==> src/rtl/acuity_chart_display.sv <==
// acuity_chart_display -- tumbling-E visual-acuity tester (top level).
// Shows an E optotype on an 8x8 LED matrix and the acuity on a 2-digit 7-seg.
// A staircase FSM steps through the level table from the four direction keys.
// Optional feature macro: ACUITY_TIMEOUT_EN. When it is defined, an unanswered
// optotype counts as wrong after TIMEOUT_CYC cycles.
// Ports:
//   sys_clk, sys_rst      clock, synchronous active-high reset
//   KeyRESTART            start/restart, active-high
//   KeyLeft/Right/Down/up direction answers, active-high
//   col_pin[7:0]          matrix columns, active-high
//   row_pin[7:0]          matrix rows, active-low one-hot scan
//   seg_sel[7:0]          digit select, active-low (bits 1:0 used)
//   seg_led[7:0]          segments {dp,g,f,e,d,c,b,a}, active-low
//   tem1[3:0], tem2[3:0]  debug: level index, FSM state code
module acuity_chart_display #(
   parameter int unsigned SCAN_DIV = 16,
   parameter int unsigned SEG_DIV  = 32
`ifdef ACUITY_TIMEOUT_EN
   , parameter int unsigned TIMEOUT_CYC = 1000000
`endif
) (
   input  logic       sys_clk,
   input  logic       sys_rst,
   input  logic       KeyRESTART,
   input  logic       KeyLeft,
   input  logic       KeyRight,
   input  logic       KeyDown,
   input  logic       Keyup,
   output logic [7:0] col_pin,
   output logic [7:0] row_pin,
   output logic [7:0] seg_sel,
   output logic [7:0] seg_led,
   output logic [3:0] tem1,
   output logic [3:0] tem2
);
   typedef enum logic [2:0] {
      IDLE = 3'd0, FIRST = 3'd1, DESC = 3'd2, ASC = 3'd3, DONE_PASS = 3'd4, DONE_FAIL = 3'd5
   } state_t;

   localparam int unsigned SCW = (SCAN_DIV > 1) ? $clog2(SCAN_DIV) : 1;
   localparam int unsigned SGW = (SEG_DIV > 1) ? $clog2(SEG_DIV) : 1;
   localparam logic [SCW-1:0] SCAN_LAST = SCW'(SCAN_DIV - 1);
   localparam logic [SGW-1:0] SEG_LAST  = SGW'(SEG_DIV - 1);

   // Direction codes: 0 right, 1 left, 2 up, 3 down.
   function automatic logic [1:0] target_dir(input logic [2:0] idx);
      case (idx)
         3'd0, 3'd1: return 2'd2;
         3'd3:       return 2'd0;
         default:    return 2'd3;
      endcase
   endfunction

   // One pixel of the E for level idx at matrix row r, column c.
   function automatic logic glyph_px(input logic [2:0] idx, input logic [2:0] r, input logic [2:0] c);
      logic [3:0] sz, off, mid, last, y, x;
      logic       in_box, px;
      sz     = (idx < 3'd2) ? 4'd7 : (idx < 3'd4) ? 4'd5 : 4'd3;
      off    = (4'd8 - sz) >> 1;
      mid    = sz >> 1;
      last   = sz - 4'd1;
      y      = {1'b0, r} - off;
      x      = {1'b0, c} - off;
      in_box = ({1'b0, r} >= off) && ({1'b0, c} >= off) && (y < sz) && (x < sz);
      case (target_dir(idx))
         2'd0:    px = (x == 4'd0) || (y == 4'd0) || (y == mid) || (y == last);
         2'd1:    px = (x == last) || (y == 4'd0) || (y == mid) || (y == last);
         2'd2:    px = (y == last) || (x == 4'd0) || (x == mid) || (x == last);
         default: px = (y == 4'd0) || (x == 4'd0) || (x == mid) || (x == last);
      endcase
      return in_box && px;
   endfunction

   // Active-high {g,f,e,d,c,b,a} pattern for a decimal digit.
   function automatic logic [6:0] seg7(input logic [3:0] d);
      case (d)
         4'd0: return 7'h3F;  4'd1: return 7'h06;  4'd2: return 7'h5B;
         4'd4: return 7'h66;  4'd5: return 7'h6D;  4'd6: return 7'h7D;
         4'd8: return 7'h7F;  default: return 7'h00;
      endcase
   endfunction

   function automatic logic [3:0] tenth_of(input logic [2:0] idx);
      case (idx)
         3'd0: return 4'd1;  3'd1: return 4'd2;  3'd2: return 4'd4;  3'd3: return 4'd6;
         3'd4: return 4'd8;  3'd5: return 4'd0;  3'd6: return 4'd2;  default: return 4'd5;
      endcase
   endfunction

   state_t         state_q, state_d;
   logic [2:0]     level_q, level_d;
   logic [4:0]     key_q, key_prev_q, key_edge;
   logic [SCW-1:0] scan_cnt_q, scan_cnt_d;
   logic [2:0]     row_q, row_d;
   logic [SGW-1:0] seg_cnt_q, seg_cnt_d;
   logic           digit_q, digit_d;
   logic [7:0]     col_q, col_d, rowp_q, rowp_d, sel_q, sel_d, led_q, led_d;
   logic [7:0]     row_bits;
   logic [3:0]     dir_e;
   logic           active, answer, ans_valid, ans_ok, tmo_hit;

   // key_q bits: {restart, down, up, left, right}; low four match direction codes.
   assign key_edge = key_q & ~key_prev_q;
   assign dir_e    = key_edge[3:0];
   assign active   = (state_q == FIRST) || (state_q == DESC) || (state_q == ASC);
   assign answer   = active && !key_edge[4] && (dir_e != 4'd0) && ((dir_e & (dir_e - 4'd1)) == 4'd0);

`ifdef ACUITY_TIMEOUT_EN
   logic [31:0] tmo_q, tmo_d;
   always_comb begin
      tmo_hit = active && !answer && !key_edge[4] && (tmo_q == 32'(TIMEOUT_CYC - 1));
      tmo_d   = tmo_q + 32'd1;
      if (!active || answer || key_edge[4] || tmo_hit) tmo_d = '0;
   end
   always_ff @(posedge sys_clk) begin
      if (sys_rst) tmo_q <= '0;
      else         tmo_q <= tmo_d;
   end
`else
   assign tmo_hit = 1'b0;
`endif

   assign ans_valid = answer || tmo_hit;
   assign ans_ok    = answer && dir_e[target_dir(level_q)];

   always_comb begin
      state_d = state_q;
      level_d = level_q;
      if (key_edge[4]) begin
         state_d = FIRST;
         level_d = 3'd4;
      end else if (ans_valid) begin
         case (state_q)
            FIRST: begin
               state_d = ans_ok ? ASC : DESC;
               level_d = ans_ok ? level_q + 3'd1 : level_q - 3'd1;
            end
            DESC: begin
               if (ans_ok)                state_d = DONE_PASS;
               else if (level_q != 3'd0)  level_d = level_q - 3'd1;
               else                       state_d = DONE_FAIL;
            end
            ASC: begin
               if (!ans_ok) begin
                  state_d = DONE_PASS;
                  level_d = level_q - 3'd1;
               end else if (level_q != 3'd7) level_d = level_q + 3'd1;
               else                           state_d = DONE_PASS;
            end
            default: ;
         endcase
      end
      if (state_d == DONE_FAIL) level_d = '0;
   end

   always_comb begin
      for (int unsigned c = 0; c < 8; c++) begin
         case (state_q)
            FIRST, DESC, ASC: row_bits[3'(c)] = glyph_px(level_q, row_q, 3'(c));
            DONE_FAIL:        row_bits[3'(c)] = (3'(c) == row_q) || (3'(c) == (3'd7 - row_q));
            default:          row_bits[3'(c)] = 1'b0;
         endcase
      end
      // Row outputs are reloaded only at the start of a slot so a pattern
      // change never tears a row part-way through its display time.
      scan_cnt_d = scan_cnt_q + 1'b1;
      row_d      = row_q;
      col_d      = col_q;
      rowp_d     = rowp_q;
      if (scan_cnt_q == '0) begin
         col_d  = row_bits;
         rowp_d = ~(8'h01 << row_q);
      end
      if (scan_cnt_q == SCAN_LAST) begin
         scan_cnt_d = '0;
         row_d      = row_q + 3'd1;
      end

      seg_cnt_d = seg_cnt_q + 1'b1;
      digit_d   = digit_q;
      if (seg_cnt_q == SEG_LAST) begin
         seg_cnt_d = '0;
         digit_d   = ~digit_q;
      end
      sel_d = digit_q ? 8'hFD : 8'hFE;
      if (digit_q) led_d = ~{1'b1, seg7((level_q >= 3'd5) ? 4'd1 : 4'd0)};
      else         led_d = ~{1'b0, seg7(tenth_of(level_q))};
      if (state_q == IDLE) begin
         sel_d = 8'hFF;
         led_d = 8'hFF;
      end else if (state_q == DONE_FAIL) begin
         led_d = 8'hBF;
      end
   end

   always_ff @(posedge sys_clk) begin
      if (sys_rst) begin
         state_q    <= IDLE;
         level_q    <= 3'd4;
         key_q      <= '0;
         key_prev_q <= '0;
         scan_cnt_q <= '0;
         row_q      <= '0;
         seg_cnt_q  <= '0;
         digit_q    <= 1'b0;
         col_q      <= '0;
         rowp_q     <= '1;
         sel_q      <= '1;
         led_q      <= '1;
      end else begin
         state_q    <= state_d;
         level_q    <= level_d;
         key_q      <= {KeyRESTART, KeyDown, Keyup, KeyLeft, KeyRight};
         key_prev_q <= key_q;
         scan_cnt_q <= scan_cnt_d;
         row_q      <= row_d;
         seg_cnt_q  <= seg_cnt_d;
         digit_q    <= digit_d;
         col_q      <= col_d;
         rowp_q     <= rowp_d;
         sel_q      <= sel_d;
         led_q      <= led_d;
      end
   end

   assign col_pin = col_q;
   assign row_pin = rowp_q;
   assign seg_sel = sel_q;
   assign seg_led = led_q;
   assign tem1    = {1'b0, level_q};
   assign tem2    = {1'b0, state_q};
endmodule

==> config.mk <==
export PLATFORM = sky130hd
export DESIGN_NAME = acuity_chart_display
export DESIGN_NICKNAME = d
export VERILOG_FILES = /design/src/rtl/acuity_chart_display.sv
export SDC_FILE = /design/constraint.sdc
export NUM_CORES = 1
export LEC_CHECK = 0
export ABC_AREA = 1
export CORE_MARGIN = 2
export CORE_UTILIZATION = 53
export DETAILED_ROUTE_END_ITERATION = 16
export PLACE_DENSITY = 0.86
export SLEW_MARGIN = 25
export SYNTH_ARGS = -nofsm -noshare
export SYNTH_HDL_FRONTEND = slang
export SYNTH_SLANG_ARGS = --single-unit
==> constraint.sdc <==
create_clock -name sys_clk -period 3.3 [get_ports sys_clk]
set_input_delay 0.66 -clock sys_clk [delete_from_list [all_inputs] [get_ports sys_clk]]
set_output_delay 0.66 -clock sys_clk [all_outputs]
set_load 0.03 [all_outputs]
* Word level (Yosys, flattened, before mapping) *
Index checks and enable logic that the tools add are counted.

word-level totals
  input port bits = 7
  flip-flop bits (word level) = 61

operators by class
  muxes and demuxes = 57
  reduce and logical (&&, ||, !) cells = 168
  bitwise logic cells = 7
  magnitude comparators = 22
  shifts and indexed selects = 1
  $add $sub $neg = 18
  eq/ne operators = 66

operators by type and width
  operator             number
  $logic_or 1x1->1     98
  $pmux 7 s7           2
  $logic_not 4->1      13
  $mux 3               16
  $eq 4x4->1           9
  $logic_and 1x1->1    36
  $eq 4x3->1           8
  $lt 4x4->1           8
  $eq 3x3->1 const A   8
  $pmux 1 s3           8
  $pmux 4 s6           1
  $mux 7               3
  $pmux 3 s3           2
  $not 8->8            2
  $pmux 1 s2           8
  $sub 3x3->4 const A  4
  $eq 3x3->1 const B   5
  $eq 2x3->1 const A   4
  $eq 3x2->1 const B   4
  $eq 4x3->1 const B   3
  $ge 3x3->1 const A   4
  $logic_not 3->1      4
  $mux 1               11
  $reduce_and 5->1     2
  57 further kinds     76

* Longest topological paths before layout *
Gate-level depths: netlist of the first run.

  depth in word-level cells = 14
  depth in mapped cells = 18
  depth with buffers taken out = 18

* Worst setup path before layout of the first run *
OpenSTA, ideal clock, no wires.

  kind = reg2reg
  start = register level_q[1]
  end = register col_q[1], in the netlist col_pin[1]
  path slack = 0.620 ns
  clock period less this slack = 2.680 ns
  arrival = 2.548 ns
  buffers on the path = 0
  required time = 3.168 ns
  setup time = 0.132 ns
  stages on the path, launching flop included = 18
  cells stage by stage = dfxtp_1 > inv_2 > nor2_2 > ha_1 > inv_1 > fa_1 > inv_1 > ha_1 > inv_1 > ha_1 > nand2_1 > nor2_1 > o21ai_1 > nand2_1 > nand3_1 > nand3_1 > nand2_1 > a21oi_1

between the ends
  longest elaborated chain between the ends = 13

RTL lines
  element                                                  line        source
  from (decl)                                              91          logic [2:0] level_q, level_d;
  from (signal assigned)                                   212         level_q <= level_d;
  $lt 3x3->1                                               58          sz = (idx < 3'd2) ? 4'd7 : (idx < 3'd4) ? 4'd5 : 4'd3;
  $mux 3 (2 in a row)                                      58
  $sub 4x3->4                                              59          off = (4'd8 - sz) >> 1;
  $sub 3x3->4 / $sub 1x3->4 (equally long branches)        62, 63
  $eq 4x4->1, or another cell as far along                 66, 67, 68
  $logic_or 1x1->1, on equally long branches (3 in a row)  --
  $pmux 1 s3                                               65          case (target_dir(idx))
  $mux 1                                                   158         case (state_q)
  $logic_and 1x1->1 (*)                                    71          return in_box && px;
  $pmux 1 s2 (*)                                           158
  to (signal assigned)                                     219         col_q <= col_d;
  to (decl)                                                97          logic [7:0] col_q, col_d, rowp_q, rowp_d, sel_q, sel_d, led_q, led_d;

Mark *: on every way between the ends. The rest lies on a longest branch, timed or not. The select of a mux whose other input is x is not followed.
A chain may end at the register's enable or synchronous reset.

* Worst setup path after layout of the first run *
Ends and elaborated chain as after synthesis.

==> flow_summary.yaml, run 1 <==
status:
  status: "finished, final reports clean"
global_route:
  grt_pass1_wl_um: 9294
  grt-ovfl-total: 0
  track_usage: 0.1859
  grt_pass1_vias: 2224
  grt_max_degree: 30
  antenna_found_initial: 0
pwr:
  p_leak_nw: 1.528
  p_per_area_nw_per_um2: 426.2
  power.share.switching: 0.2940
  pwr-share-clk: 0.292
  p_seq_frac: 0.484
  p_int_mw: 1.031
  p_comb_frac: 0.223
  vdd_drop_max_mv: 0.1993
  power_switching_mw: 0.4293
setup_path:
  setup.worst_path.end_class: "flop"
  r2r-start: "level_q[1]$_SDFFE_PP0P_"
  path_max_fanout: 10
  crit_required_ns: 3.54
  critPathLaunch: "level_q[1]$_SDFFE_PP0P_"
  arrival_ns: 3.02
  regToRegEndpoint: "col_pin[1]$_SDFFE_PP0N_"
  reg2reg_depth: 16
  reg2reg_slack_ns: 0.52
  endpoint: "col_pin[1]$_SDFFE_PP0N_"
  crit_type: "flop to flop"
  worstSetupStartpointType: "flop"
logic_synthesis:
  ys_ff_latch: 54
  yosysSeqAreaShare: 0.3705
  syn_area_per_cell_um2: 7.294
  synth_area_um2: 2918
  yosysUniqueCellTypes: 38
  synthCells: 400
  yosys_warnings: 0
clock_tree:
  clockRootBuffer: "clkbuf_8"
  cts_buffers: 5
  cts.sinks: 54
  cts_max_level: 2
  clockBufferDepth: 2
  ctsHoldBuffers: 0
  cts_resized: 0
  clkTransAtPathRegs_ns: 0.09
  clkLatencyLatePin_ns: 0.30
  cts_setup_buffers: 0
  cts_tree: "yes"
die:
  pin_count: 47
  die_y_um: 78.20
  core_um2: 5405
  die_w_um: 78.20
  initial_core_util: 0.5398
  row_count: 27
  dieArea_um2: 6114
route:
  drc: 0
  met2_wirelength_um: 2627
  wl_met3_um: 289
  dr.pass1.iters: 4
  met1_length_um: 2396
  detail-route-antenna-nets: 0
  wl_per_cell_um: 10.60
  vias: 2505
  dr.max_layer_used: "met4"
  drt_iter0_drc: 139
  vias_per_cell: 4.931
  wl_um: 5384
timing:
  worst_pin_slew_ns: 0.7088
  clock_skew_ns: 0.008428
  fin_crit_sh: 0.8425
  clock.fmax_mhz: 359.7
  setup_viol: 0
  min_period_ns: 2.780
  finalHoldViolCount: 0
  tns_ns: 0
  hold_ws_ns: 0.4328
  max-slew-margin-rel: 0.5238
  report.final.slew_viol_count: 0
  grt_setup_unrepaired: "false"
finish:
  antenna_cells: 0
  drive_gt1_frac: 0.08716
  areaGrowthSynthToFinish_pct: 17.41
  final_cell_mix: "nand2_1 (85), dfxtp_1 (54), inv_1 (53)"
  nNetsFinal: 464
  num-fill-cells: 481
  final_common_cell: "nand2_1"
placement:
  port_buffers: 38
  place.gp.congestion: 0.8633
  hpwl_um: 4185
hold_path:
  min-delay-start: "key_q[2]$_SDFF_PP0_"
  hp-class: "flop to flop"
flow_run:
  maxCapViolations: 0
[layout make-up]
class                   instances  area [µm²]  area share
multi-input cells             274        1521      0.4441
flip-flops and latches         54        1081      0.3156
repair buffers                 40       395.4      0.1154
inverters                      60       227.7     0.06647
well taps                      72       90.09     0.02630
clock buffers                   6       72.57     0.02118
clock inverters                 2       37.54     0.01096
[synth_stat cells]
cell       instances  area share
nand2_1           85        0.11
dfxtp_1           54        0.37
inv_1             53       0.068
nor2_1            40       0.051
a21oi_1           28       0.048
ha_1              21       0.090
nand3_1           20       0.034
o21ai_0           17       0.029
buf_4              9       0.023
nand2_2            8       0.017
clkbuf_1           7      0.0090
o21ai_1            7       0.012
o211ai_1           6       0.015
inv_2              5      0.0064
nand4_1            5       0.011
nor2_2             4      0.0086
nor3_1             3      0.0051
o21ai_2            3      0.0090
xnor2_1            3      0.0090
xor2_1             3      0.0090
conb_1             2      0.0026
a21oi_2            1      0.0030
a311oi_2           1      0.0051
a31oi_2            1      0.0043
buf_2              1      0.0017
buf_6              1      0.0039
clkinv_1           1      0.0013
fa_1               1      0.0069
inv_4              1      0.0021
nand3_2            1      0.0034
nand3b_2           1      0.0039
nor2_8             1      0.0069
nor3b_1            1      0.0026
nor3b_4            1      0.0064
o2111ai_1          1      0.0030
o21a_1             1      0.0026
o31ai_1            1      0.0026
or2_2              1      0.0021
[critical path, cell delays in order (launching register included)]
cell	delay [ns]
dfxtp_1	0.40
inv_2	0.12
nor2_2	0.17
ha_1	0.18
inv_1	0.06
fa_1	0.37
inv_1	0.07
ha_1	0.24
inv_1	0.07
ha_1	0.23
o2111ai_1	0.11
nand2_1	0.12
nor2_1	0.17
nand3_1	0.12
nand3_1	0.08
nand2_1	0.06
a21oi_1	0.13
[power groups by stage]
| stage | clock network, mW | logic [mW] | registers (mW) |
|---|---|---|---|
| 2_1_floorplan | 0 | 0.201 | 0.768 |
| 6_report | 0.427 | 0.326 | 0.707 |
| 4_1_cts | 0.438 | 0.328 | 0.708 |
| 5_1_grt | 0.468 | 0.361 | 0.713 |
| 3_3_place_gp | 0 | 0.319 | 0.721 |
| 3_5_place_dp | 0 | 0.327 | 0.723 |
[state kept, by name, indices dropped and copies added, names as in the netlist]
register    flops
row_q           3
row_pin         8
seg_led         7
digit_q         1
scan_cnt_q      4
seg_cnt_q       5
key_prev_q      5
col_pin         8
state_q         3
seg_sel         2
key_q           5
level_q         3
[metal layers]
metal | vias up | track usage
met5 | - | 0
met4 | 0 | 0.06491
met3 | 8 | 0.04023
met2 | 72 | 0.3362
met1 | 1111 | 0.2162
li1 | 1314 | -
[through the flow]
step | total power, mW | worst slack [ns] | util | std cells | cell area (µm²)
global route | 1.541 | 0.1895 | 0.6338 | 508 | 3426
CTS | 1.474 | 0.5331 | 0.6338 | 508 | 3426
detailed placement | 1.050 | 0.5536 | 0.6134 | 500 | 3316
global placement | 1.041 | 0.7150 | 0.6134 | 500 | 3316
floorplan | 0.9693 | 0.6199 | - | 406 | 2940
finish | 1.460 | 0.5197 | 0.6338 | 508 | 3426
[worst min path at each step]
stage          cells past startpoint                  endpoint
4_1_cts                            2  key_prev_q[2]$_SDFF_PP0_
5_1_grt                            2  key_prev_q[1]$_SDFF_PP0_
6_report                           2  key_prev_q[2]$_SDFF_PP0_
3_5_place_dp                       2  key_prev_q[1]$_SDFF_PP0_
2_1_floorplan                      2  key_prev_q[4]$_SDFF_PP0_
3_3_place_gp                       2  key_prev_q[4]$_SDFF_PP0_
[cells by family (layout without fill, tap and decap cells)]
kind of cell,after synthesis,in the layout,synth area share
flops,54,54,0.3705
simple gates,171,171,0.2620
buf+inv,78,108,0.1158
compound gates,67,67,0.1342
other cells,2,8,0.002574
xor+xnor,6,6,0.01801
fa+ha+maj,22,22,0.09691
Power figures use the tool's default switching activity.
==> inputs of run 2 (changes only) <==
==> constraint.sdc (replaced) <==
create_clock -name sys_clk -period 2.6 [get_ports sys_clk]
set_input_delay 0.52 -clock sys_clk [delete_from_list [all_inputs] [get_ports sys_clk]]
set_output_delay 0.52 -clock sys_clk [all_outputs]
set_load 0.03 [all_outputs]
==> flow_summary.yaml, run 2 (same netlist as run 1, synthesis figures left out) <==
global_route:
  grt-ovfl-total: 0
  antenna_found_initial: 0
  grt_pass1_wl_um: 9680
  grt_max_degree: 35
  track_usage: 0.1942
  grt_pass1_vias: 2369
finish:
  antenna_cells: 0
  areaGrowthSynthToFinish_pct: 23.58
  final_common_cell: "nand2_1"
  num-fill-cells: 436
  drive_gt1_frac: 0.1648
  final_cell_mix: "nand2_1 (80), dfxtp_1 (51), inv_1 (49)"
  fin_cells: 515
  nNetsFinal: 471
timing:
  fin_crit_sh: 0.9724
  min_period_ns: 2.528
  clock.fmax_mhz: 395.5
  finalHoldViolCount: 0
  max-slew-margin-rel: 0.4942
  report.final.slew_viol_count: 0
  clock_skew_ns: 0.01111
  worst_pin_slew_ns: 0.7529
  setup_viol: 0
  tns_ns: 0
setup_path:
  arrival_ns: 2.78
  crit_type: "flop to flop"
  crit_buf_inv: 4
  worst_path_max_delay_cell: "fa_2"
  setup.worst_path.end_class: "flop"
  slowest_delay_ns: 0.38
  crit_top_cell: "inv_2"
  path_cells: "inv_2, nor2_4, ha_4, inv_2, fa_2, inv_2, ha_4, inv_2, ha_4, nor2_4, nand2_1, a21oi_2, nand2_2, nor2_4, nand3_2, nand3_2, nand2_2, a21oi_2"
  path_max_fanout: 4
  crit_required_ns: 2.85
  worstSetupStartpointType: "flop"
  path_delay_family: "adder cells"
die:
  row_count: 27
  die_y_um: 78.20
  initial_core_util: 0.5398
  die_w_um: 78.20
  dieArea_um2: 6114
  pin_count: 47
  core_um2: 5405
pwr:
  p_leak_nw: 1.599
  p_seq_frac: 0.469
  vdd_drop_max_mv: 0.2467
  power_switching_mw: 0.5911
  p_comb_frac: 0.233
  p_per_area_nw_per_um2: 531.2
  power.share.switching: 0.3086
  p_int_mw: 1.324
  pwr-share-clk: 0.299
placement:
  port_buffers: 38
  hpwl_um: 4307
  placed_cells: 504
  place.gp.congestion: 0.8572
clock_tree:
  clockBufferDepth: 2
  cts_max_level: 2
  cts_tree: "yes"
  cts_buffers: 5
  clockRootBuffer: "clkbuf_8"
  clkLatencyLatePin_ns: 0.32
  ctsHoldBuffers: 0
  cts.sinks: 54
  clkTransAtPathRegs_ns: 0.10
status:
  status: "finished, final reports clean"
route:
  drt_iter0_drc: 167
  wl_per_cell_um: 11.74
  vias_per_cell: 5.058
  drc: 0
  detail-route-antenna-nets: 0
  wl_um: 6044
  vias: 2605
  dr.pass1.iters: 4
flow_run:
  maxCapViolations: 0
hold_path:
  hp-class: "flop to flop"
[run 2: cell types whose count changed in the layout (fill, tap and decap cells not counted), sizes merged]
| cell | change |
|---|---|
| clkinvlp | -1 |
| clkinv | +1 |
| buf | +7 |
| clkbuf | -1 |
| inv | +1 |
[run 2: power groups by stage]
stage | registers, mW | logic [mW] | clock network (mW)
final | 0.898 | 0.445 | 0.572
after global routing | 0.904 | 0.494 | 0.612
after CTS | 0.901 | 0.421 | 0.585
after detailed placement | 0.920 | 0.419 | 0
after global placement | 0.917 | 0.408 | 0
after floorplan | 0.975 | 0.256 | 0
[run 2: worst paths after layout]
kind,startpoint,depth (start not counted),slack (ns),endpoint
hold reg to reg,key_q[1]$_SDFF_PP0_,2,0.45,key_prev_q[1]$_SDFF_PP0_
setup reg to reg,level_q[1]$_SDFFE_PP0P_,18,0.07,col_pin[1]$_SDFFE_PP0N_
setup / recovery,level_q[1]$_SDFFE_PP0P_,18,0.07,col_pin[1]$_SDFFE_PP0N_
hold / removal,key_q[1]$_SDFF_PP0_,2,0.45,key_prev_q[1]$_SDFF_PP0_
[run 2: final cells by class]
cell class / count / area, µm² / share of cell area
clock inverter: 3 / 43.79 / 0.01214
multi-input combinational: 274 / 1640 / 0.4549
timing repair buffer: 47 / 447.9 / 0.1242
sequential: 54 / 1087 / 0.3015
inverter: 60 / 227.7 / 0.06315
tap: 72 / 90.09 / 0.02498
clock buffer: 5 / 68.82 / 0.01908
[run 2: through the flow]
| step | hold slack [ns] | worst slack, ns | utilization | cell area [µm²] | total power [mW] |
|---|---|---|---|---|---|
| 6_report | 0.4464 | 0.07183 | 0.6671 | 3606 | 1.916 |
| 5_1_grt | 0.4755 | -0.05750 | 0.6671 | 3606 | 2.010 |
| 4_1_cts | 0.4478 | 0.008742 | 0.6405 | 3462 | 1.906 |
| 3_5_place_dp | 0.4331 | 0.04097 | 0.6194 | 3348 | 1.340 |
| 3_3_place_gp | 0.4157 | 0.1772 | 0.6194 | 3348 | 1.326 |
| 2_1_floorplan | 0.4107 | 0.06336 | - | 2943 | 1.231 |
[run 2: worst register-to-register path, delay by kind of cell, from the launching register on]
family          cells  cell delay, ns
flops               1            0.37
buf+inv             4            0.23
fa+ha+maj           4            0.83
simple gates        8            0.78
compound gates      2            0.26
[run 2: layer usage]
| layer | vias up | GRT usage | part of all wire |
|---|---|---|---|
| li1 | 1341 | - | - |
| met1 | 1177 | 0.2241 | 0.43 |
| met2 | 75 | 0.3552 | 0.50 |
| met3 | 12 | 0.04138 | 0.050 |
| met4 | 0 | 0.06491 | 0.019 |
| met5 | - | 0 | 0 |
[run 2: repair_timing]
action,in CTS,in global routing
pin swaps,0,13
buffers inserted,0,3
gates resized for setup,1,32
endpoints found under the setup margin,1,7
==> inputs of run 3 (changes only) <==
--- a/config.mk
+++ b/config.mk
@@ -10,7 +10,7 @@
 export CORE_UTILIZATION = 53
 export DETAILED_ROUTE_END_ITERATION = 16
 export PLACE_DENSITY = 0.86
-export SLEW_MARGIN = 25
+export SLEW_MARGIN = 20
 export SYNTH_ARGS = -nofsm -noshare
 export SYNTH_HDL_FRONTEND = slang
 export SYNTH_SLANG_ARGS = --single-unit
==> results of run 3 <==
No change in the layout: final DEF, timing and power equal those of run 2.
